--- config.mk ---
export PLATFORM = sky130hd
export DESIGN_NAME = de_stage_flat
export DESIGN_NICKNAME = d
export VERILOG_FILES = /design/src/rtl/de_pkg.sv /design/src/rtl/de_if.sv /design/src/rtl/de_scoreboard.sv /design/src/rtl/de_stage.sv /design/src/flat_wrapper.sv
export SDC_FILE = /design/constraint.sdc
export NUM_CORES = 2
export LEC_CHECK = 0
export ABC_AREA = 0
export BUFFER_PORTS_ARGS = -buffer_cell sky130_fd_sc_hd__buf_2
export CAP_MARGIN = 0
export CORE_UTILIZATION = 55
export CTS_CLUSTER_DIAMETER = 150
export DETAILED_ROUTE_END_ITERATION = 8
export PLACE_DENSITY = 0.75
export REMOVE_ABC_BUFFERS = 1
export SYNTH_ARGS = -nofsm -noshare
export SYNTH_HDL_FRONTEND = slang
export SYNTH_HIERARCHICAL = 1
export SYNTH_SLANG_ARGS = --single-unit
--- constraint.sdc ---
create_clock -name clk -period 4.21 [get_ports clk]
set_clock_uncertainty 0.1 [all_clocks]
set_input_delay 0.6315 -clock clk [delete_from_list [all_inputs] [get_ports clk]]
set_output_delay 0.6315 -clock clk [all_outputs]
set_load 0.02 [all_outputs]
--- src/rtl/de_pkg.sv ---
// ============================================================================
//  Module      : de_pkg
//  Description : Shared decode-stage types: operation classes, RV32I opcodes,
//                DE latch layout and register-file / scoreboard sizing.
//  Revision    : 1.0 - initial release
// ============================================================================
`default_nettype none

package de_pkg;

    localparam int DE_DBITS  = 32;
    localparam int DE_NREGS  = 32;
    localparam int DE_SBBITS = 2;

    typedef enum logic [3:0] {
        OP_OP      = 4'd0,
        OP_OPIMM   = 4'd1,
        OP_LOAD    = 4'd2,
        OP_STORE   = 4'd3,
        OP_BRANCH  = 4'd4,
        OP_JAL     = 4'd5,
        OP_JALR    = 4'd6,
        OP_LUI     = 4'd7,
        OP_AUIPC   = 4'd8,
        OP_ILLEGAL = 4'd9
    } de_op_e;

    localparam logic [6:0] c_opc_op     = 7'b0110011;
    localparam logic [6:0] c_opc_op_imm = 7'b0010011;
    localparam logic [6:0] c_opc_load   = 7'b0000011;
    localparam logic [6:0] c_opc_store  = 7'b0100011;
    localparam logic [6:0] c_opc_branch = 7'b1100011;
    localparam logic [6:0] c_opc_jal    = 7'b1101111;
    localparam logic [6:0] c_opc_jalr   = 7'b1100111;
    localparam logic [6:0] c_opc_lui    = 7'b0110111;
    localparam logic [6:0] c_opc_auipc  = 7'b0010111;

    // DE latch, MSB first in this field order
    typedef struct packed {
        logic                valid;
        logic [DE_DBITS-1:0] pc;
        de_op_e              op;
        logic [3:0]          funct;
        logic [4:0]          rd;
        logic                wr_reg;
        logic [DE_DBITS-1:0] rs1_val;
        logic [DE_DBITS-1:0] rs2_val;
        logic [DE_DBITS-1:0] imm;
        logic                illegal;
    } de_latch_t;

endpackage

`default_nettype wire

--- src/rtl/de_if.sv ---
// ============================================================================
//  Module      : de_if
//  Description : Fetch-latch, writeback, flush and DE-latch bundle around the
//                decode stage.
//  Revision    : 1.0 - initial release
// ============================================================================
`default_nettype none

interface de_if
    import de_pkg::*;
#(
    parameter int DBITS = DE_DBITS
);
    logic             fe_valid;
    logic [31:0]      fe_inst;
    logic [DBITS-1:0] fe_pc;
    logic             wb_we;
    logic [4:0]       wb_rd;
    logic [DBITS-1:0] wb_data;
    logic             agex_flush;
    logic             stall_to_fe;
    logic             de_valid;
    logic [DBITS-1:0] de_pc;
    de_op_e           de_op;
    logic [3:0]       de_funct;
    logic [4:0]       de_rd;
    logic             de_wr_reg;
    logic [DBITS-1:0] de_rs1_val;
    logic [DBITS-1:0] de_rs2_val;
    logic [DBITS-1:0] de_imm;
    logic             de_illegal;

    modport master (
        output fe_valid, fe_inst, fe_pc, wb_we, wb_rd, wb_data, agex_flush,
        input  stall_to_fe, de_valid, de_pc, de_op, de_funct, de_rd, de_wr_reg,
               de_rs1_val, de_rs2_val, de_imm, de_illegal
    );

    modport slave (
        input  fe_valid, fe_inst, fe_pc, wb_we, wb_rd, wb_data, agex_flush,
        output stall_to_fe, de_valid, de_pc, de_op, de_funct, de_rd, de_wr_reg,
               de_rs1_val, de_rs2_val, de_imm, de_illegal
    );
endinterface

`default_nettype wire

--- src/rtl/de_scoreboard.sv ---
// ============================================================================
//  Module      : de_scoreboard
//  Description : Per-register in-flight write counters with summed inc/dec
//                arbitration and hazard query ports.
//  Revision    : 1.0 - initial release
// ============================================================================
`default_nettype none

module de_scoreboard
    import de_pkg::*;
#(
    parameter int NREGS  = DE_NREGS,
    parameter int SBBITS = DE_SBBITS
) (
    input  logic       clk,
    input  logic       reset,
    input  logic       inc_en,
    input  logic [4:0] inc_rd,
    input  logic       wb_dec_en,
    input  logic [4:0] wb_dec_rd,
    input  logic       fl_dec_en,
    input  logic [4:0] fl_dec_rd,
    input  logic [4:0] q_rs1,
    input  logic [4:0] q_rs2,
    input  logic [4:0] q_rd,
    output logic       rs1_busy,
    output logic       rs2_busy,
    output logic       rd_full
);

    localparam logic [SBBITS-1:0] C_CNT_MAX = '1;

    logic [SBBITS-1:0] cnt_q [NREGS];
    logic [SBBITS-1:0] cnt_d [NREGS];

    // Each counter adds all of its same-cycle events; x0 is pinned at zero.
    always_comb begin
        for (int i = 0; i < NREGS; i++) begin
            cnt_d[i] = cnt_q[i]
                     + SBBITS'(inc_en    && (inc_rd    == 5'(i)))
                     - SBBITS'(wb_dec_en && (wb_dec_rd == 5'(i)))
                     - SBBITS'(fl_dec_en && (fl_dec_rd == 5'(i)));
        end
        cnt_d[0] = '0;
    end

    always_ff @(posedge clk) begin
        if (!reset) begin
            for (int i = 0; i < NREGS; i++) begin
                cnt_q[i] <= '0;
            end
        end else begin
            cnt_q <= cnt_d;
        end
    end

    assign rs1_busy = (cnt_q[q_rs1] != '0);
    assign rs2_busy = (cnt_q[q_rs2] != '0);
    assign rd_full  = (cnt_q[q_rd] == C_CNT_MAX);

endmodule

`default_nettype wire

--- src/rtl/de_stage.sv ---
// ============================================================================
//  Module      : de_stage
//  Description : RV32I decode stage: field/immediate decode, register file,
//                RAW-hazard stall and the DE pipeline latch.
//  Revision    : 1.0 - initial release
// ============================================================================
`default_nettype none

module de_stage
    import de_pkg::*;
#(
    parameter int DBITS  = DE_DBITS,
    parameter int NREGS  = DE_NREGS,
    parameter int SBBITS = DE_SBBITS
) (
    input  logic clk,
    input  logic reset,
    de_if.slave  bus
);

    logic [31:0]      inst;
    logic [4:0]       rs1, rs2, rd;
    logic [DBITS-1:0] imm_i, imm_s, imm_b, imm_j, imm_u;
    de_op_e           op;
    logic [DBITS-1:0] imm;
    logic             rs1_used, rs2_used, wr_reg;
    logic             rs1_busy, rs2_busy, rd_full, hazard, accept;
    logic [DBITS-1:0] rs1_val, rs2_val;
    logic [DBITS-1:0] regs_q [NREGS];
    logic [DBITS-1:0] regs_d [NREGS];
    de_latch_t        de_q, de_d;

    assign inst = bus.fe_inst;
    assign rs1  = inst[19:15];
    assign rs2  = inst[24:20];
    assign rd   = inst[11:7];

    assign imm_i = {{(DBITS-12){inst[31]}}, inst[31:20]};
    assign imm_s = {{(DBITS-12){inst[31]}}, inst[31:25], inst[11:7]};
    assign imm_b = {{(DBITS-13){inst[31]}}, inst[31], inst[7], inst[30:25], inst[11:8], 1'b0};
    assign imm_j = {{(DBITS-21){inst[31]}}, inst[31], inst[19:12], inst[20], inst[30:21], 1'b0};
    assign imm_u = DBITS'($signed({inst[31:12], 12'b0}));

    always_comb begin
        op  = OP_ILLEGAL;
        imm = '0;
        case (inst[6:0])
            c_opc_op:     op = OP_OP;
            c_opc_op_imm: begin op = OP_OPIMM;  imm = imm_i; end
            c_opc_load:   begin op = OP_LOAD;   imm = imm_i; end
            c_opc_store:  begin op = OP_STORE;  imm = imm_s; end
            c_opc_branch: begin op = OP_BRANCH; imm = imm_b; end
            c_opc_jal:    begin op = OP_JAL;    imm = imm_j; end
            c_opc_jalr:   begin op = OP_JALR;   imm = imm_i; end
            c_opc_lui:    begin op = OP_LUI;    imm = imm_u; end
            c_opc_auipc:  begin op = OP_AUIPC;  imm = imm_u; end
            default:      op = OP_ILLEGAL;
        endcase
        rs1_used = !(op inside {OP_LUI, OP_AUIPC, OP_JAL});
        rs2_used = op inside {OP_OP, OP_STORE, OP_BRANCH};
        wr_reg   = (op inside {OP_OP, OP_OPIMM, OP_LOAD, OP_JAL, OP_JALR, OP_LUI, OP_AUIPC})
                   && (rd != 5'd0);
    end

    // Reads see a same-cycle writeback; x0 always reads zero.
    always_comb begin
        rs1_val = regs_q[rs1];
        if (bus.wb_we && (bus.wb_rd == rs1)) rs1_val = bus.wb_data;
        if (rs1 == 5'd0) rs1_val = '0;
        rs2_val = regs_q[rs2];
        if (bus.wb_we && (bus.wb_rd == rs2)) rs2_val = bus.wb_data;
        if (rs2 == 5'd0) rs2_val = '0;
    end

    always_comb begin
        regs_d = regs_q;
        if (bus.wb_we && (bus.wb_rd != 5'd0)) regs_d[bus.wb_rd] = bus.wb_data;
    end

    always_ff @(posedge clk) begin
        if (!reset) begin
            for (int i = 0; i < NREGS; i++) begin
                regs_q[i] <= '0;
            end
        end else begin
            regs_q <= regs_d;
        end
    end

    de_scoreboard #(
        .NREGS  (NREGS),
        .SBBITS (SBBITS)
    ) u_scoreboard (
        .clk       (clk),
        .reset     (reset),
        .inc_en    (accept && wr_reg),
        .inc_rd    (rd),
        .wb_dec_en (bus.wb_we),
        .wb_dec_rd (bus.wb_rd),
        .fl_dec_en (bus.agex_flush && de_q.valid && de_q.wr_reg),
        .fl_dec_rd (de_q.rd),
        .q_rs1     (rs1),
        .q_rs2     (rs2),
        .q_rd      (rd),
        .rs1_busy  (rs1_busy),
        .rs2_busy  (rs2_busy),
        .rd_full   (rd_full)
    );

    assign hazard = (rs1_used && rs1_busy) || (rs2_used && rs2_busy) || (wr_reg && rd_full);
    assign accept = bus.fe_valid && !bus.agex_flush && !hazard;
    assign bus.stall_to_fe = reset && bus.fe_valid && !bus.agex_flush && hazard;

    always_comb begin
        de_d = '0;
        if (accept) begin
            de_d.valid   = 1'b1;
            de_d.pc      = bus.fe_pc;
            de_d.op      = op;
            de_d.funct   = {inst[30], inst[14:12]};
            de_d.rd      = rd;
            de_d.wr_reg  = wr_reg;
            de_d.rs1_val = rs1_val;
            de_d.rs2_val = rs2_val;
            de_d.imm     = imm;
            de_d.illegal = (op == OP_ILLEGAL);
        end
    end

    always_ff @(posedge clk) begin
        if (!reset) de_q <= '0;
        else        de_q <= de_d;
    end

    assign bus.de_valid   = de_q.valid;
    assign bus.de_pc      = de_q.pc;
    assign bus.de_op      = de_q.op;
    assign bus.de_funct   = de_q.funct;
    assign bus.de_rd      = de_q.rd;
    assign bus.de_wr_reg  = de_q.wr_reg;
    assign bus.de_rs1_val = de_q.rs1_val;
    assign bus.de_rs2_val = de_q.rs2_val;
    assign bus.de_imm     = de_q.imm;
    assign bus.de_illegal = de_q.illegal;

endmodule

`default_nettype wire

--- src/flat_wrapper.sv ---
// flat-port wrapper written by rule: the top's interface ports become plain ports
module de_stage_flat import de_pkg::*;
#(
    parameter int DBITS  = DE_DBITS,
    parameter int NREGS  = DE_NREGS,
    parameter int SBBITS = DE_SBBITS
)
  (clk, reset, bus_fe_valid, bus_fe_inst, bus_fe_pc, bus_wb_we, bus_wb_rd, bus_wb_data, bus_agex_flush, bus_stall_to_fe, bus_de_valid, bus_de_pc, bus_de_op, bus_de_funct, bus_de_rd, bus_de_wr_reg, bus_de_rs1_val, bus_de_rs2_val, bus_de_imm, bus_de_illegal);
  de_if #(.DBITS(DBITS)) bus_i ();
  input  logic clk;
  input  logic reset;
  input wire logic [$bits(bus_i.fe_valid)-1:0] bus_fe_valid;
  input wire logic [$bits(bus_i.fe_inst)-1:0] bus_fe_inst;
  input wire logic [$bits(bus_i.fe_pc)-1:0] bus_fe_pc;
  input wire logic [$bits(bus_i.wb_we)-1:0] bus_wb_we;
  input wire logic [$bits(bus_i.wb_rd)-1:0] bus_wb_rd;
  input wire logic [$bits(bus_i.wb_data)-1:0] bus_wb_data;
  input wire logic [$bits(bus_i.agex_flush)-1:0] bus_agex_flush;
  output wire logic [$bits(bus_i.stall_to_fe)-1:0] bus_stall_to_fe;
  output wire logic [$bits(bus_i.de_valid)-1:0] bus_de_valid;
  output wire logic [$bits(bus_i.de_pc)-1:0] bus_de_pc;
  output wire logic [$bits(bus_i.de_op)-1:0] bus_de_op;
  output wire logic [$bits(bus_i.de_funct)-1:0] bus_de_funct;
  output wire logic [$bits(bus_i.de_rd)-1:0] bus_de_rd;
  output wire logic [$bits(bus_i.de_wr_reg)-1:0] bus_de_wr_reg;
  output wire logic [$bits(bus_i.de_rs1_val)-1:0] bus_de_rs1_val;
  output wire logic [$bits(bus_i.de_rs2_val)-1:0] bus_de_rs2_val;
  output wire logic [$bits(bus_i.de_imm)-1:0] bus_de_imm;
  output wire logic [$bits(bus_i.de_illegal)-1:0] bus_de_illegal;
  assign bus_i.fe_valid = bus_fe_valid;
  assign bus_i.fe_inst = bus_fe_inst;
  assign bus_i.fe_pc = bus_fe_pc;
  assign bus_i.wb_we = bus_wb_we;
  assign bus_i.wb_rd = bus_wb_rd;
  assign bus_i.wb_data = bus_wb_data;
  assign bus_i.agex_flush = bus_agex_flush;
  assign bus_stall_to_fe = bus_i.stall_to_fe;
  assign bus_de_valid = bus_i.de_valid;
  assign bus_de_pc = bus_i.de_pc;
  assign bus_de_op = bus_i.de_op;
  assign bus_de_funct = bus_i.de_funct;
  assign bus_de_rd = bus_i.de_rd;
  assign bus_de_wr_reg = bus_i.de_wr_reg;
  assign bus_de_rs1_val = bus_i.de_rs1_val;
  assign bus_de_rs2_val = bus_i.de_rs2_val;
  assign bus_de_imm = bus_i.de_imm;
  assign bus_de_illegal = bus_i.de_illegal;
  de_stage #(.DBITS(DBITS), .NREGS(NREGS), .SBBITS(SBBITS)) u_core (.clk(clk), .reset(reset), .bus(bus_i));
endmodule
==> results_tabular.tex <==
\begin{tabular}{lr}
\hline
Metric & Value \\
\hline
\multicolumn{2}{l}{\textbf{Status}} \\
\quad Outcome & finished, violations left \\
\quad Failing checks & design-rule violations \\
\multicolumn{2}{l}{\textbf{Timing}} \\
\quad Slew headroom & 12.0\% \\
\quad Setup repair after global routing missed its margin & false \\
\quad Final setup violation count & 0 \\
\quad Actual slew at the worst max-slew pin & 1320 ps \\
\quad Setup TNS & 0 ps \\
\quad Final Hold Viols & 0 \\
\quad Final worst path period share & 94.5\% \\
\quad Setup WS post-layout & 233 ps \\
\quad Time the final worst path needs with I/O delays and setup & 3980 ps \\
\quad Final slew viol count & 0 \\
\quad Maximum achievable frequency & 251 MHz \\
\quad Final-layout worst hold slack & 39.3 ps \\
\multicolumn{2}{l}{\textbf{Clock network}} \\
\quad Clock network latency to the later pin of the worst-skew pair & 780 ps \\
\quad Post-CTS setup buffers & 0 \\
\quad Buffer depth of the longest clock path & 3 \\
\quad Number of buffers created by CTS & 136 \\
\quad Clock net sink count & 1230 \\
\quad CTS H-tree lvls & 4 \\
\quad TritonCTS clock tree & done \\
\quad Root buffer selected by CTS & sky130\_fd\_sc\_hd\_\_clkbuf\_16 \\
\quad Clock-pin slew reported for the worst setup and hold paths after clock tree synthesis & 60 ps \\
\multicolumn{2}{l}{\textbf{Worst setup path}} \\
\quad Setup slack of the worst register-to-register path & 230 ps \\
\quad Critical path type & reg -> reg \\
\quad Type of element capturing the critical path & flip-flop \\
\quad Arrival time worst endpoint & 4530 ps \\
\quad Startpoint Class & flip-flop \\
\quad Maximum fanout along the worst path & 3 \\
\quad Required arrival time at the worst endpoint & 4760 ps \\
\multicolumn{2}{l}{\textbf{Layout}} \\
\quad Cell area after layout & 70400 µm² \\
\quad Final standard cell utilization of the core & 62.3\% \\
\quad Flip-flop count of the largest register, all copies and words added & 1024 \\
\quad Top library cells by usage in the layout, fill and taps aside & sky130\_fd\_sc\_hd\_\_nand2\_1 (2063), sky130\_fd\_sc\_hd\_\_dfxtp\_1 (1226), sky130\_fd\_sc\_hd\_\_a21oi\_1 (1030) \\
\quad Fin nets & 7738 \\
\quad Fraction of final layout cells sized beyond drive strength 1 & 11.5\% \\
\quad Register with the most flip-flops & u\_core/regs\_q \\
\quad Top Registers & u\_core/regs\_q: 1024 flops, u\_core/u\_scoreboard/cnt\_q: 62 flops \\
\quad Most common library cell in the layout ignoring fill and taps & sky130\_fd\_sc\_hd\_\_nand2\_1 \\
\quad Cell Count, Final, Fillers Out & 9183 \\
\quad Layout-stage area growth over the synthesis result & 11.8\% \\
\multicolumn{2}{l}{\textbf{Synthesis}} \\
\quad Synthesized netlist cell count & 7669 \\
\quad FFs w/ async S/R, synth & 0\% \\
\quad Total number of yosys warnings & 6 \\
\quad Most used DFF post-synth & sky130\_fd\_sc\_hd\_\_dfxtp\_1 \\
\quad Post-Synthesis Mean Instance Area & 8.21 µm² \\
\quad Synth cell types & 89 \\
\quad Sequential fraction of the synthesis area & 39.1\% \\
\quad Number of synthesized flops with an enable pin & 0 \\
\quad Cell Area, Synth & 63000 µm² \\
\quad Flip-flop and latch count after synthesis & 1230 \\
\multicolumn{2}{l}{\textbf{Global route}} \\
\quad Total global routing track utilization & 42.1\% \\
\quad Maximum number of pins on one net before global-route repair & 162 \\
\quad Number of antenna violations at the first check in global routing & 16 \\
\quad Grt ovf & 0 \\
\quad First-pass GRT wire length & 368000 µm \\
\quad Number of global-route vias before repair & 57700 \\
\multicolumn{2}{l}{\textbf{Pwr}} \\
\quad Combinational fraction of design power & 8.9\% \\
\quad Switching Power & 6.79 mW \\
\quad Cell internal power dissipation & 20.1 mW \\
\quad Total Power & 26.9 mW \\
\quad Clock network power share & 47.1\% \\
\quad IR Drop Worst-Case VDD & 441 µV \\
\quad Areal power density over the cells & 382 nW/µm² \\
\quad Switching Fraction & 25.2\% \\
\quad Lkg Pwr & 26.0 nW \\
\quad Portion of total power attributed to sequential cells & 44.0\% \\
\multicolumn{2}{l}{\textbf{Detailed routing}} \\
\quad Post-DRT Antenna Nets & 0 \\
\quad Number of vias per cell & 6.68 \\
\quad WL final & 255000 µm \\
\quad Routed vias & 61300 \\
\quad Wire length per cell & 27.8 µm \\
\quad Number of DRC markers in iteration 0 & 10300 \\
\quad First-pass DRT Iterations & 9 \\
\quad Number of remaining DRC errors & 2 \\
\multicolumn{2}{l}{\textbf{Run}} \\
\quad Total of max-cap violations & 0 \\
\multicolumn{2}{l}{\textbf{Floorplanning}} \\
\quad Area of the die & 116000 µm² \\
\quad Count of boundary I/O pins & 251 \\
\quad Initial core utilization & 55.7\% \\
\quad Core Area & 113000 µm² \\
\quad Row count & 123 \\
\quad Die Ht & 340 µm \\
\quad Die Wd & 340 µm \\
\multicolumn{2}{l}{\textbf{Placement}} \\
\quad HPWL after detailed placement & 155000 µm \\
\quad Final RePlAce weighted congestion & 0.980 \\
\quad Worst-case setup slack after placement & -343 ps \\
\quad Instance area at placement & 65300 µm² \\
\quad Buffers added on ports & 250 \\
\quad Inst Count DP & 8898 \\
\multicolumn{2}{l}{\textbf{Worst hold path}} \\
\quad Path type of the worst min-delay path & in -> reg \\
\hline
\end{tabular}
==> kinds of logic (layout without fill, tap and decap cells) <==
logic type,after synthesis,count (layout),share of synthesized area [%]
DFF,1230,1230,39.1
xor gates and xnor gates,73,73,1.02
AOI/OAI and AO/OA,1670,1670,16.1
other,0,5,0
adders and majority gates,62,62,1.60
muxes,1036,1036,16.6
buffers and inverters,807,816,6.37
and+or+nand+nor,2791,2791,19.1
==> cells in the mapped netlist, drive strengths merged (8+ instances only) <==
cell | n | area share (%)
and3 | 12 | 0.12
o211ai | 11 | 0.13
nand3 | 36 | 0.29
nor4 | 8 | 0.11
inv | 66 | 0.39
dfxtp | 1230 | 39
buf | 196 | 1.9
ha | 31 | 0.62
xnor2 | 64 | 0.89
nand2b | 9 | 0.089
a21boi | 34 | 0.58
nand4 | 135 | 1.3
nand3b | 8 | 0.095
nand2 | 2094 | 12
mux2i | 1026 | 16
o21ai | 14 | 0.13
or2 | 42 | 0.42
and4b | 12 | 0.19
mux4 | 9 | 0.32
nor4b | 14 | 0.28
nor4bb | 14 | 0.22
a22oi | 517 | 6.2
nor2b | 12 | 0.12
clkbuf | 515 | 3.2
nor2 | 174 | 1.0
nor3 | 14 | 0.12
bufbuf | 29 | 0.86
a21oi | 1030 | 8.2
o2bb2ai | 32 | 0.45
or3 | 36 | 0.37
and2 | 140 | 1.4
xor2 | 9 | 0.13
fa | 31 | 0.99
==> layout make-up <==
class                      count  area (µm²)
sequential                  1230       24600
multi-input combinational   5632       34900
inverter                      66         255
tap                         1500        1880
timing repair buffer         504        3950
antenna                        5        12.5
clock buffer                 200        4100
clock inverter                46         628
fill                        9647       42600
==> worst paths after layout <==
path / startpoint / endpoint / cells after the start
max: u_core/u_scoreboard/cnt_q[11]$_SDFF_PN0_ / u_core/u_scoreboard/cnt_q[47]$_SDFF_PN0_ / 17
min: bus_fe_inst[12] / u_core/bus.de_funct[0]$_SDFF_PN0_ / 2
max reg2reg: u_core/u_scoreboard/cnt_q[11]$_SDFF_PN0_ / u_core/u_scoreboard/cnt_q[47]$_SDFF_PN0_ / 17
min reg2reg: u_core/regs_q[428]$_SDFFE_PN0P_ / u_core/regs_q[428]$_SDFFE_PN0P_ / 2
==> routing by layer <==
| layer | vias to the layer above | routed length [µm] | track usage [%] | part of all wire, % |
|---|---|---|---|---|
| li1 | 26200 | - | - | - |
| met1 | 28800 | 90300 | 52.1 | 35 |
| met2 | 4936 | 105000 | 60.7 | 41 |
| met3 | 1404 | 37300 | 13.9 | 15 |
| met4 | 18 | 22100 | 31.6 | 8.7 |
| met5 | - | 129 | 0 | 0.051 |
==> power groups by stage <==
stage / Clock [mW] / Combinational [mW] / Sequential (mW)
CTS: 12.7 / 2.29 / 11.8
global route: 13.2 / 2.46 / 11.8
finish: 12.7 / 2.41 / 11.8
global placement: 0 / 2.23 / 12.1
detailed placement: 0 / 2.25 / 12.1
floorplan: 0 / 1.02 / 12.1
==> repair_timing <==
item / CTS / global route
endpoints found under the setup margin: 0 / 8
gates resized for setup: 0 / 13
hold buffers: 34 / 0
hold endpoints to repair: 39 / 0
==> critical path: stages, from the launching register on <==
cell and delay [ps]:
sky130_fd_sc_hd__dfxtp_1 340, sky130_fd_sc_hd__nor2_2 190, sky130_fd_sc_hd__a21oi_1 130, sky130_fd_sc_hd__mux4_2 490, sky130_fd_sc_hd__o211ai_1 110, sky130_fd_sc_hd__o211ai_1 140, sky130_fd_sc_hd__nand4_1 190, sky130_fd_sc_hd__o21ai_4 100
sky130_fd_sc_hd__nor4_4 160, sky130_fd_sc_hd__buf_4 160, sky130_fd_sc_hd__nand2b_1 70, sky130_fd_sc_hd__or4_1 500, sky130_fd_sc_hd__fa_1 500, sky130_fd_sc_hd__inv_1 50, sky130_fd_sc_hd__ha_1 200, sky130_fd_sc_hd__xnor2_2 140
sky130_fd_sc_hd__xnor2_1 120, sky130_fd_sc_hd__and2_1 150
Note: power is estimated with default switching activity, not from simulation.
